==> src/rtl/packet_buffer.sv <==
// packet_buffer: collects a length-prefixed packet from the UART deserializer,
// then drains the stored payload to the BPSK transmitter via valid/ready.
module packet_buffer #(
    parameter int MAX_LEN = 64,
    parameter int TIMEOUT = 110
) (
    input  logic       clk_baud,
    input  logic       reset_n,
    input  logic [7:0] uart_word,
    input  logic       uart_ready,
    output logic [7:0] tx_byte,
    output logic       tx_valid,
    output logic       tx_last,
    input  logic       tx_ready,
    output logic [7:0] pkt_len,
    output logic       busy,
    output logic       err_len,
    output logic       err_timeout,
    output logic       drop
);

    // Index width into mem; pointers carry one extra bit so they can hold MAX_LEN.
    localparam int AW = (MAX_LEN > 1) ? $clog2(MAX_LEN) : 1;
    localparam int PW = $clog2(MAX_LEN) + 1;
    localparam int CW = $clog2(TIMEOUT + 1);

    localparam logic [7:0]    MAX_B   = 8'(MAX_LEN);
    localparam logic [CW-1:0] TO_LAST = CW'(TIMEOUT - 1);

    typedef enum logic [1:0] {S_IDLE, S_FILL, S_DRAIN} state_t;

    state_t        state_q;
    logic [7:0]    mem_q [MAX_LEN];
    logic [PW-1:0] wr_ptr_q, rd_ptr_q;
    logic [CW-1:0] to_cnt_q;
    logic [7:0]    pkt_len_q;
    logic          rdy_q;
    logic          err_len_q, err_to_q, drop_q;

    logic accept;
    logic last_wr;
    logic last_rd;

    // Rising edge of the deserializer strobe marks one new byte.
    assign accept  = uart_ready & ~rdy_q;
    assign last_wr = (8'(wr_ptr_q) == (pkt_len_q - 8'd1));
    assign last_rd = (8'(rd_ptr_q) == (pkt_len_q - 8'd1));

    assign tx_byte     = mem_q[rd_ptr_q[AW-1:0]];
    assign tx_valid    = (state_q == S_DRAIN);
    assign tx_last     = (state_q == S_DRAIN) && last_rd;
    assign pkt_len     = pkt_len_q;
    assign busy        = (state_q != S_IDLE);
    assign err_len     = err_len_q;
    assign err_timeout = err_to_q;
    assign drop        = drop_q;

    // Payload storage; contents are meaningless outside a packet, so no reset.
    always_ff @(posedge clk_baud) begin
        if (state_q == S_FILL && accept)
            mem_q[wr_ptr_q[AW-1:0]] <= uart_word;
    end

    // Packet FSM: header check, fill with stall timeout, drain with handshake.
    always_ff @(posedge clk_baud) begin
        if (!reset_n) begin
            state_q   <= S_IDLE;
            wr_ptr_q  <= '0;
            rd_ptr_q  <= '0;
            to_cnt_q  <= '0;
            pkt_len_q <= '0;
            rdy_q     <= 1'b1;
            err_len_q <= 1'b0;
            err_to_q  <= 1'b0;
            drop_q    <= 1'b0;
        end else begin
            rdy_q     <= uart_ready;
            err_len_q <= 1'b0;
            err_to_q  <= 1'b0;
            drop_q    <= 1'b0;
            case (state_q)
                S_IDLE: begin
                    if (accept) begin
                        if (uart_word != 8'd0 && uart_word <= MAX_B) begin
                            pkt_len_q <= uart_word;
                            wr_ptr_q  <= '0;
                            to_cnt_q  <= '0;
                            state_q   <= S_FILL;
                        end else begin
                            err_len_q <= 1'b1;
                        end
                    end
                end
                S_FILL: begin
                    if (accept) begin
                        wr_ptr_q <= wr_ptr_q + PW'(1);
                        to_cnt_q <= '0;
                        if (last_wr) begin
                            rd_ptr_q <= '0;
                            state_q  <= S_DRAIN;
                        end
                    end else if (to_cnt_q == TO_LAST) begin
                        // Stalled packet: discard what was stored.
                        err_to_q <= 1'b1;
                        state_q  <= S_IDLE;
                    end else begin
                        to_cnt_q <= to_cnt_q + CW'(1);
                    end
                end
                S_DRAIN: begin
                    if (accept)
                        drop_q <= 1'b1;
                    if (tx_ready) begin
                        rd_ptr_q <= rd_ptr_q + PW'(1);
                        if (last_rd)
                            state_q <= S_IDLE;
                    end
                end
                default: state_q <= S_IDLE;
            endcase
        end
    end

endmodule

==> config.mk <==
export PLATFORM = sky130hd
export DESIGN_NAME = packet_buffer
export DESIGN_NICKNAME = d
export VERILOG_FILES = /design/src/rtl/packet_buffer.sv
export SDC_FILE = /design/constraint.sdc
export NUM_CORES = 1
export LEC_CHECK = 0
export CAP_MARGIN = 20
export CORE_MARGIN = 2
export CORE_UTILIZATION = 30
export DETAILED_ROUTE_END_ITERATION = 6
export HOLD_SLACK_MARGIN = 0.12
export PLACE_DENSITY = 0.48
export SLEW_MARGIN = 20
export SYNTH_ARGS = -nofsm -noshare
export SYNTH_HDL_FRONTEND = slang
export SYNTH_SLANG_ARGS = --single-unit
export TNS_END_PERCENT = 30
==> constraint.sdc <==
create_clock -name clk_baud -period 2.3 [get_ports clk_baud]
set_input_delay 0.345 -clock clk_baud [delete_from_list [all_inputs] [get_ports clk_baud]]
set_output_delay 0.345 -clock clk_baud [all_outputs]
set_load 0.05 [all_outputs]
==> results of run 1 <==
-- repair_timing --
action / CTS / global route
cloned: 3 / 1
resized for setup: 60 / 29
endpoints found under the hold margin: 1 / 0
pin swaps: 13 / 10
buffers inserted: 9 / 1
hold buffers: 1 / 0
endpoints found under the setup margin: 19 / 27
-- kinds of logic after synthesis --
group / count (synthesis) / share of synthesized area (%)
flops: 553 / 74.57
simple gates: 233 / 5.225
mux: 137 / 13.74
compound gates: 104 / 3.675
buf+inv: 60 / 1.256
xor+xnor: 31 / 1.250
fa+ha+maj: 5 / 0.2880
-- metrics by stage --
| stage | util [%] | instance area [µm²] | setup TNS, ns |
|---|---|---|---|
| 2_1_floorplan | - | 21920 | -0.2328 |
| 4_1_cts | 37.95 | 27170 | -8.916 |
| 6_report | 38.24 | 27390 | -8.540 |
| 3_5_place_dp | 34.86 | 24960 | -51.55 |
| 3_3_place_gp | 34.86 | 24960 | -51.17 |
| 5_1_grt | 38.24 | 27380 | -9.742 |
-- critical path: stages (launching register included) --
cell     delay, ns
dfxtp_4       0.40
buf_12        0.11
buf_12        0.11
buf_16        0.14
mux4_2        0.52
mux2_4        0.31
o22ai_4       0.18
buf_6         0.15
a31oi_4       0.04
and3_4        0.25
buf_8         0.15
-- state kept, by name (all words and copies together), names as in the netlist, named ones only --
name	count
to_cnt_q	7
rdy_q	1
err_timeout	1
state_q	2
err_len	1
drop	1
rd_ptr_q	7
mem_q	512
pkt_len	8
wr_ptr_q	7
-- worst max path at each step --
stage / startpoint / end / slack [ns] / depth (start not counted)
2_1_floorplan: pkt_len[0] / tx_last / -0.10 / 5
3_3_place_gp: register / tx_byte[7] / -0.41 / 7
3_5_place_dp: register / tx_byte[2] / -0.42 / 8
4_1_cts: register / tx_byte[2] / -1.05 / 9
5_1_grt: register / tx_byte[2] / -1.09 / 9
6_report: register / tx_byte[4] / -1.01 / 10
-- area by class of cell --
cell class                      instances  area share [%]
Multi-Input combinational cell        510           20.76
Clock inverter                         31          0.6122
Inverter                                9          0.1234
Antenna cell                            1        0.009138
Sequential cell                       553           59.20
Clock buffer                           75           5.839
Timing Repair Buffer                  249           9.120
Tap cell                              950           4.340
-- cell usage in the layout, fill, tap and decap left out, drive strengths merged, types with 11 or more instances in the layout --
master	n
mux4	128
xnor2	11
nor2b	11
nor2	90
nand4	15
a22oi	36
edfxtp	512
clkbuf	76
clkinv	27
xor2	20
dfxtp	41
a21oi	15
nand3	21
inv	12
buf	231
nand2	50
-- where the power goes --
group	switching, mW	leakage, nW	internal, mW
Clock	3.89	0.862	4.89
Combinational	0.258	3.07	0.0842
Sequential	0.00578	4.93	11.0
Total	4.15	8.86	15.9
-- layer usage --
metal  vias to the layer above  part of all wire (%)  GRT usage, %
li1                       5117                     -             -
met1                      6124                    45         21.60
met3                        58                   5.4         3.198
met5                         -                     0             0
met2                       283                    48         24.96
met4                         0                   1.7         3.566
==> summary by stage, run 1 <==
Placed design
After detailed placement, the design holds a cell count of 2256. The count of buffers added on input and output ports is 33. After legalization and detailed placement, the total HPWL measured 36810 µm. The worst setup slack before clock tree synthesis is -0.4173 ns. Routability-driven placement finished with a final weighted congestion of 0.7633.

Cells and area
After the flow finishes, the layout carries non-filler instances totaling 2378. The count of fill cells added during filler insertion is 6612. The register area is 0.01621 mm². In the final layout, the multi-input gates occupy 0.005684 mm². The relative area change from synthesis to final layout is 26.08%. At the end of the flow, the number of nets in the layout was 1398. Of the cells placed in the final design, the portion with a size suffix greater than 1 is 36.44%.

GRT
The number of global-route vias before repair is 11890. The overflow left after global routing is 0. Global routing used 15.50% of the available tracks across all layers. The global-route wire length before repair is 83860 µm. Entering global routing, the biggest net connects 66 pins. The initial antenna violation count is 1.

Synth
The largest total area in the synthesized netlist belongs to edfxtp_1. The total number of yosys warnings is 0. Ranked by instance count, the synthesized netlist is headed by 512 x edfxtp_1, 128 x mux4_2, 90 x nor2_1.

Among all cell types in the netlist, the one instantiated most often is edfxtp_1. The async set-reset flop share out of synthesis is 0%. The synthesized netlist contains 54 unique library cells. The synthesized cell area is 0.02172 mm². The synthesized design devotes to its leading area cell type 70.79% of total area. After synthesis the netlist holds a flip-flop and latch count of 553. Sorting the synthesized cells by area gives the leading types as edfxtp_1 71%, mux4_2 13%, dfxtp_1 3.8%, nor2_1 1.6%, a22oi_1 1.2%. The register area share after synthesis is 74.57%. The main flop type after synthesis is edfxtp_1.

In this run the mean area of a mapped cell was 19.34 µm². In this run, synthesis inferred 512 flip-flops with an integrated enable. The net count of the mapped netlist is 1140.

Synthesis produced a netlist whose cell count is 1123.

STA
The final period demand of the worst path is 3.315 ns. Setup violations remaining at the end of the flow were counted as 9. In the post-route analysis, the smallest setup slack over all paths is -1.015 ns. The count of final max-slew check failures was 0.

The number of hold violations in the final report came to 0. The largest clock skew in the final design is 0.01713 ns. The final period utilization is 144.1%. Setup repair after global routing could not meet its margin everywhere. For the pin with the worst max-slew slack, the measured transition is 0.8199 ns. The worst hold margin is 0.2211 ns. The top achievable clock speed is 301.7 MHz. The worst pin sits at a relative slew slack of 45.34%.

Worst setup path
The setup check on the worst reg-to-reg path leaves a slack of 0.01 ns. The setup path with the least slack is of type reg2out. In this run the critical register-to-register path is captured at state_q[0]. The endpoint required time on the critical path is 1.96 ns. The launch instance of the worst register-to-register path is pkt_len[0]. The worst reg-to-reg path cell count is 10. At the worst endpoint, the arrival time is 2.97 ns. The maximum fanout encountered on the critical timing path is 5. STA classifies the critical path endpoint as an output port.

STA classifies the critical path startpoint as a register.

Flow run
The max capacitance violation total is 0.

Routing
The first routing iteration left 1079 violations. The number of optimization iterations in the first detailed-route pass is 4. The detailed-route wire length is 57320 µm. Using the TritonRoute via totals, the vias-per-cell ratio works out to 4.870.

After detailed routing, the number of remaining DRC violations is 0. The final antenna-violating net count is 0. The routed via count is 11580. After detailed routing, the average wire length per cell comes to 24.10 µm.

Pwr
The static leakage is 8.863 nW. The power density over the cells is 733.8 mW/mm². The overall power consumption is 20.10 mW.

IR analysis of the VDD net gives a maximum drop of 565.9 µV.

CTS
The number of clock buffers added by TritonCTS is 58. The TritonCTS clock tree is done. The later pin in the worst-skew pair is clocked with a latency of 0.62 ns. The H-tree generated during clock tree synthesis spans 2 levels. The CTS root buffer is clkbuf_16. For this design, the sink count on the clock tree is 553. After clock tree synthesis, the clock-pin slew on the worst setup and hold paths is 0.06 ns.

The maximum number of buffers from clock root to sink is 3.

Die
The die is 273.1 µm wide. The y dimension of the die is 273.1 µm. The number of cell rows is 98. The total core area is 0.07161 mm². The count of pins on the block boundary is 34. The initial utilization of the core area, before any placement, comes to 30.33%. The overall die area is 0.07457 mm².

Run status
The run finished, with violations left. The checks that failed: negative setup slack.

Hold path
The start point of the worst hold path is uart_word[5]. The tightest min-delay check is of the in2reg type. Along the worst hold path, the cell count comes to 1. For hold timing, the worst endpoint is mem_q[58][5].
No activity file was read; power rests on OpenSTA's default activity.
==> run 2: changes to the inputs <==
- DONT_BUFFER_PORTS: not set -> 1
- PLACE_DENSITY: 0.48 -> 0.47
==> run 2 against run 1 <==
The flow still finishes with violations (negative setup slack). Die area unchanged. Final area decreased by 0.79%. Count of clock-buffer cells in the layout decreased by 7. Critical path depth decreased by 2. Sequential power about the same. Critical endpoint is now tx_byte[7]. Largest cell class unchanged. Power increased by 1.8%. Combinational power decreased by 5%.
==> summary by stage, run 2 (same netlist as run 1, synthesis figures left out) <==
Worst setup path
The cell with the largest stage delay on the worst path is mux4_2 (unchanged). The endpoint required time on the critical path is 1.96 ns (about the same). The reg-to-reg setup timing slack is 0.08 ns (was 0.01 ns).

The critical path class is reg2out (unchanged). The worst reg-to-reg path cell count was 7 (was 10). The sum of buffers and inverters on the critical path is 3 (was 5). The kind of cell adding the most delay to the critical path is multiplexers (unchanged). The startpoint class of the critical path is a register (unchanged).

The maximum single-stage delay on the critical path is 0.49 ns (was 0.52 ns). The launch instance of the worst register-to-register path is pkt_len[0] (unchanged). The cell type with the highest occurrence count on the critical path is buf_12 (unchanged). The endpoint arrival time on the critical path is 2.84 ns (was 2.97 ns). The endpoint of the worst-slack reg-to-reg timing path is rd_ptr_q[1] (was state_q[0]). Ordered cell list for the critical path: buf_12 > clkbuf_16 > mux4_2 > mux2_4 > o22ai_2 > a31oi_4 > and3_4 > buf_12 (was buf_12 > buf_12 > buf_16 > mux4_2 > mux2_4 > o22ai_4 > buf_6 > a31oi_4 > and3_4 > buf_8). The sort of element at the end of the critical path is an output port (unchanged). The maximum fanout encountered on the critical timing path is 8 (was 5).

Die
The number of cell rows is 98 (unchanged). The floorplan die width came to 273.1 µm (unchanged). The starting density of the core is 30.33% (unchanged).

The y dimension of the die came to 273.1 µm (unchanged). The total core area is 0.07161 mm² (unchanged). The overall die area is 0.07457 mm² (unchanged). The count of pins on the block boundary is 34 (unchanged).

Placed design
The HPWL after detailed placement is 33340 µm (was 36810 µm). The final estimated routing congestion in global placement is 0.7732 (was 0.7633). The worst setup slack before clock tree synthesis is -0.4335 ns (was -0.4173 ns). The number of port buffers is 0 (was 33).

The number of placed instances, taps included came to 2194 (was 2256).

Hold path
The start point of the worst hold path was uart_word[6] (was uart_word[5]). The number of stages on the worst hold path is 3 (was 1). The endpoint of the worst hold path is err_len (was mem_q[58][5]). The class of the worst hold path is in2reg (unchanged).

Routing
The number of optimization iterations in the first detailed-route pass is 5 (was 4). The routed length per placed instance came to 24.10 µm (about the same). The via count normalized by instance count is 4.862 (was 4.870). The detailed-route wire length is 56370 µm (was 57320 µm). The number of DRC markers in iteration 0 is 913 (was 1079). The number of remaining DRC errors is 0 (unchanged). The routed via count is 11370 (was 11580).

The final antenna-violating net count is 0 (unchanged).

STA
Setup repair after global routing missed its margin: true (unchanged). The final period utilization is 138.3% (was 144.1%). The number of hold violations in the final report is 0 (unchanged). The largest clock skew in the final design is 0.02951 ns (was 0.01713 ns).

The total negative slack is -7.440 ns (was -8.540 ns). The final period demand of the worst path is 3.181 ns (was 3.315 ns). The final setup violation count was 9 (unchanged). The final critical-path setup slack was -0.8813 ns (was -1.015 ns). The top achievable clock speed is 314.3 MHz (was 301.7 MHz). The count of final max-slew check failures is 0 (unchanged). The worst-case headroom to the max-slew limit is 53.91% (was 45.34%). The pin slew with the least headroom to its limit is 0.6899 ns (was 0.8199 ns).

GRT
The total global routing track utilization is 15.27% (was 15.50%). The global-route wire length before repair is 83260 µm (was 83860 µm). The routing usage on met3 is 2.091% (was 3.198%). The met1 usage in global routing is 21.69% (was 21.60%). The overflow left after global routing is 0 (unchanged). The initial antenna violation count is 2 (was 1). The number of global-route vias before repair is 11980 (was 11890). The fraction of met2 tracks used by global routing came to 24.79% (was 24.96%).

The pin count of the biggest net entering global routing is 67 (was 66). The layer carrying the most global-route usage is met2 (unchanged).

Cells and area
The flip-flop count of the largest register, all copies and words added is 512 (unchanged). The leading cell type in the layout, fill and taps excluded is edfxtp_1 (unchanged). Commonest non-fill, non-tap cells in the layout: 512 x edfxtp_1, 150 x buf_4, 128 x mux4_2 (was 512 x edfxtp_1, 170 x buf_4, 128 x mux4_2). The post-layout net count is 1357 (was 1398).

The final antenna diode count is 0 (was 1). The ratio of cells with drive above 1 in the final layout is 36.14% (was 36.44%). The final instance count without filler cells was 2339 (was 2378). The post-layout utilization of the core is 37.94% (was 38.24%). The relative area change from synthesis to final layout is 25.09% (was 26.08%).

CTS
The CTS buffer count was 57 (was 58). The level count of the clock H-tree is 2 (unchanged). The CTS root buffer is clkbuf_16 (unchanged). The number of clock sinks seen by CTS is 553 (unchanged). The maximum number of buffers from clock root to sink is 3 (unchanged). The clock latency reported for the late side of the worst-skew pair came to 0.63 ns (was 0.62 ns). The clock transition at the register clock pins on the worst setup and hold paths after CTS came to 0.06 ns (about the same). The TritonCTS clock tree is done (unchanged).

Pwr
The static leakage came to 8.626 nW (was 8.863 nW). The power density over the cells is 752.8 mW/mm² (was 733.8 mW/mm²). The maximum VDD drop is 561.6 µV (was 565.9 µV). The overall power consumption is 20.45 mW (was 20.10 mW).

Flow run
The max capacitance violation total came to 0 (unchanged).

Run status
Failing checks: negative setup slack (unchanged). Result of the run: finished, violations left (unchanged).
## run 2: worst max path at each step
stage / endpoint / slack [ns] / cells past startpoint
after floorplan: tx_last / -0.10 / 5
after global placement: tx_byte[5] / -0.44 / 6
after detailed placement: tx_byte[5] / -0.43 / 6
after CTS: tx_byte[5] / -0.97 / 9
after global routing: tx_byte[1] / -0.95 / 6
final: tx_byte[7] / -0.88 / 8
## run 2: power by group
part	total (mW)	switching, mW	internal, mW	leakage, nW
clock	9.15	3.97	5.18	0.901
sequential	11.0	0.00656	11.0	4.93
combinational	0.324	0.230	0.0947	2.79
## run 2: routing by layer
layer | wire length (µm) | up-vias | part of all wire, %
li1 | - | 5047 | -
met1 | 25910 | 6026 | 46
met2 | 27000 | 217 | 48
met3 | 2348 | 83 | 4.2
met4 | 1122 | 0 | 2.0
met5 | 0 | - | 0
## run 2: repair_timing
item	CTS	global route
setup buffers	8	5
setup endpoints to repair	13	23
cloned	4	2
resized for setup	44	39
pin swaps	14	17
hold endpoints to repair	553	0
hold buffers	20	0
## run 2: cell type report
cell class	instances	area, µm²
Clock inverter	40	341.6
Fill cell	6624	44440
Tap cell	950	1189
Sequential cell	553	16210
Multi-Input combinational cell	510	5712
Timing Repair Buffer	209	2193
Inverter	9	33.78
Clock buffer	68	1489
## run 2: per-stage QoR
step,hold WS (ns),cell area (µm²)
6_report,0.1687,27170
5_1_grt,0.1743,27170
4_1_cts,0.1359,26900
3_5_place_dp,0.4279,24320
3_3_place_gp,0.4276,24320
2_1_floorplan,0.4180,21920
## run 2: tightest hold or removal path, cell delays in order
cell and delay [ns]:
o31a_4 0.16, nor3_2 0.06, nor3_1 0.16
==> edit, RTL diff (flow settings as in run 2) <==
Reset style: asynchronous (`reset_n`), changed in one clocked block.
--- a/src/rtl/packet_buffer.sv
+++ b/src/rtl/packet_buffer.sv
@@ -62,7 +62,7 @@
     end
 
     // Packet FSM: header check, fill with stall timeout, drain with handshake.
-    always_ff @(posedge clk_baud) begin
+    always_ff @(posedge clk_baud or negedge reset_n) begin
         if (!reset_n) begin
             state_q   <= S_IDLE;
             wr_ptr_q  <= '0;
Function: differs if reset_n is asserted again (counterexample within 4 cycles, from zero or initial values and one cycle with reset_n low); with reset_n held inactive, the same outputs for 4 cycles.
==> edit against run 2 <==
Critical path type unchanged; the run still ends with setup timing left; wire length increased by 3.4%; synthesized area is essentially flat; utilization rose by 0.64 points; sequential cell count fell by 6; fmax shrank 2.3%; largest cell class unchanged; count of clock-buffer cells in the layout rose by 4; worst setup slack lost 74 ps; register-to-register slack worse by 70 ps; die area about the same; final area increased by 1.7%.
Power is not compared: it rests on default switching activity, and its combinational part moved more than twofold at a synthesized area within 25%.
==> edit: results (changes against run 2) <==
setup_path:
  rr_startpoint: "pkt_len[0]"
  setup.worst_path.end: "tx_byte[1]"
  timing.reg2reg.setup_slack_ps: 10  # -70 ps
  critical_path.reg2reg.endpoint: "rd_ptr_q[0]"
  critical_path_peak_fanout: 7  # -1
sta:
  setup_violations: 9  # unchanged
  layout_setup_ws_ps: -955.3  # -73.98 ps
synthesis:
  synth-seq-area-share_pct: 74.86  # +0.30 points
  ys_types: 59  # +9.3%
  synth_top_cells_by_count: "sky130_fd_sc_hd__edfxtp_1 (512), sky130_fd_sc_hd__mux4_2 (128), sky130_fd_sc_hd__nor2_1 (98)"
  synth.mux.area_fraction_pct: 13.28  # -0.46 points
  synth_compound_gate_area_share_pct: 4.657  # +0.98 points
  synth.net_count: 1158  # +1.6%
  synth.top_cells.by_area: "sky130_fd_sc_hd__edfxtp_1 (71%), sky130_fd_sc_hd__mux4_2 (13%), sky130_fd_sc_hd__dfrtp_1 (3.9%), sky130_fd_sc_hd__a22oi_1 (2.2%), sky130_fd_sc_hd__nor2_1 (1.7%)"
  netlist_instances: 1141  # +1.6%
  post_synth_xor_area_fraction_pct: 0.9280  # -0.32 points
  synth_async_reset_ratio_pct: 6.399  # +6.4 points
placed_design:
  dpl-instance-area_um2: 24630  # +1.3%
cells_and_area:
  fin_nets: 1405  # +3.5%
  layout_cells_sized_above_1_pct: 38.96  # +2.8 points
  n_fill_cell: 6584  # -0.60%
  multiInputGateArea_um2: 5677  # -0.61%
status:
  failed_checks: "setup timing"
  status: "finished with violations"
routing:
  initialDrtViolationCount: 837  # -8.3%
-- edit: changes by cell type after synthesis, sizes merged, moves of 8 or more --
cell    change
xor2        -8
dfxtp      -41
a22oi      +28
clkbuf     +18
nand4      -13
mux2        -9
o22ai       -9
a21oi      +28
nor2        +8
dfrtp      +34
-- edit: kinds of logic after synthesis --
| logic type | after synthesis |
|---|---|
| AOI/OAI and AO/OA | 150 |
| and+or+nand+nor | 212 |
| xor gates and xnor gates | 23 |
| adders and majority gates | 5 |
| muxes | 128 |
| buffers and inverters | 76 |
| DFF | 547 |
-- edit: per-layer routing --
| layer | GRT usage, % | up-vias | share of wire (%) |
|---|---|---|---|
| met5 | 0 | - | 0 |
| met4 | 4.789 | 0 | 2.5 |
| met3 | 2.838 | 77 | 5.1 |
| met2 | 24.79 | 280 | 47 |
| met1 | 22.29 | 6245 | 45 |
| li1 | - | 5134 | - |
-- edit: worst min path at each step --
stage | start | to | slack [ps] | depth (start not counted)
after floorplan | reset_n | drop | 50 | 0
after global placement | reset_n | err_timeout | 50 | 0
after detailed placement | reset_n | err_timeout | 50 | 0
after CTS | uart_word[7] | err_len | 140 | 3
after global routing | uart_word[7] | err_len | 170 | 3
final | uart_word[7] | err_len | 170 | 3
-- edit: critical path, cell delays in order, from the launching register on --
cell and delay (ps):
sky130_fd_sc_hd__dfrtp_4 500, sky130_fd_sc_hd__buf_12 160, sky130_fd_sc_hd__buf_16 160, sky130_fd_sc_hd__buf_12 150
sky130_fd_sc_hd__buf_4 130, sky130_fd_sc_hd__mux4_2 450, sky130_fd_sc_hd__a22oi_2 200, sky130_fd_sc_hd__a21oi_2 90
sky130_fd_sc_hd__nor3_4 240, sky130_fd_sc_hd__buf_6 150, sky130_fd_sc_hd__a21oi_4 70
-- edit: per-stage QoR --
| stage | TNS [ps] | hold slack (ps) |
|---|---|---|
| global placement | -5436 | 51.08 |
| CTS | -8834 | 141.2 |
| detailed placement | -5293 | 51.28 |
| finish | -7865 | 170.5 |
| floorplan | -1719 | 49.41 |
| global route | -8931 | 173.9 |
-- edit: power breakdown --
| part | leakage [nW] | internal (mW) | switching [mW] |
|---|---|---|---|
| clock network | 0.881 | 5.33 | 3.88 |
| registers | 5.05 | 11.1 | 0.208 |
| logic | 3.16 | 2.87 | 3.28 |
-- edit: layout make-up --
class	instances	share of cell area [%]
flip-flops and latches	547	58.86
clock inverters	26	1.273
well taps	950	4.302
repair buffers	254	9.492
inverters	10	0.1449
diodes	2	0.01811
multi-input cells	518	20.55
clock buffers	72	5.366
-- edit: repair_timing --
action	CTS	global route
pin swaps	18	35
cloned	4	0
hold buffers	20	0
setup buffers	12	11
endpoints found under the setup margin	18	33
gates resized for setup	63	52
hold endpoints to repair	558	0
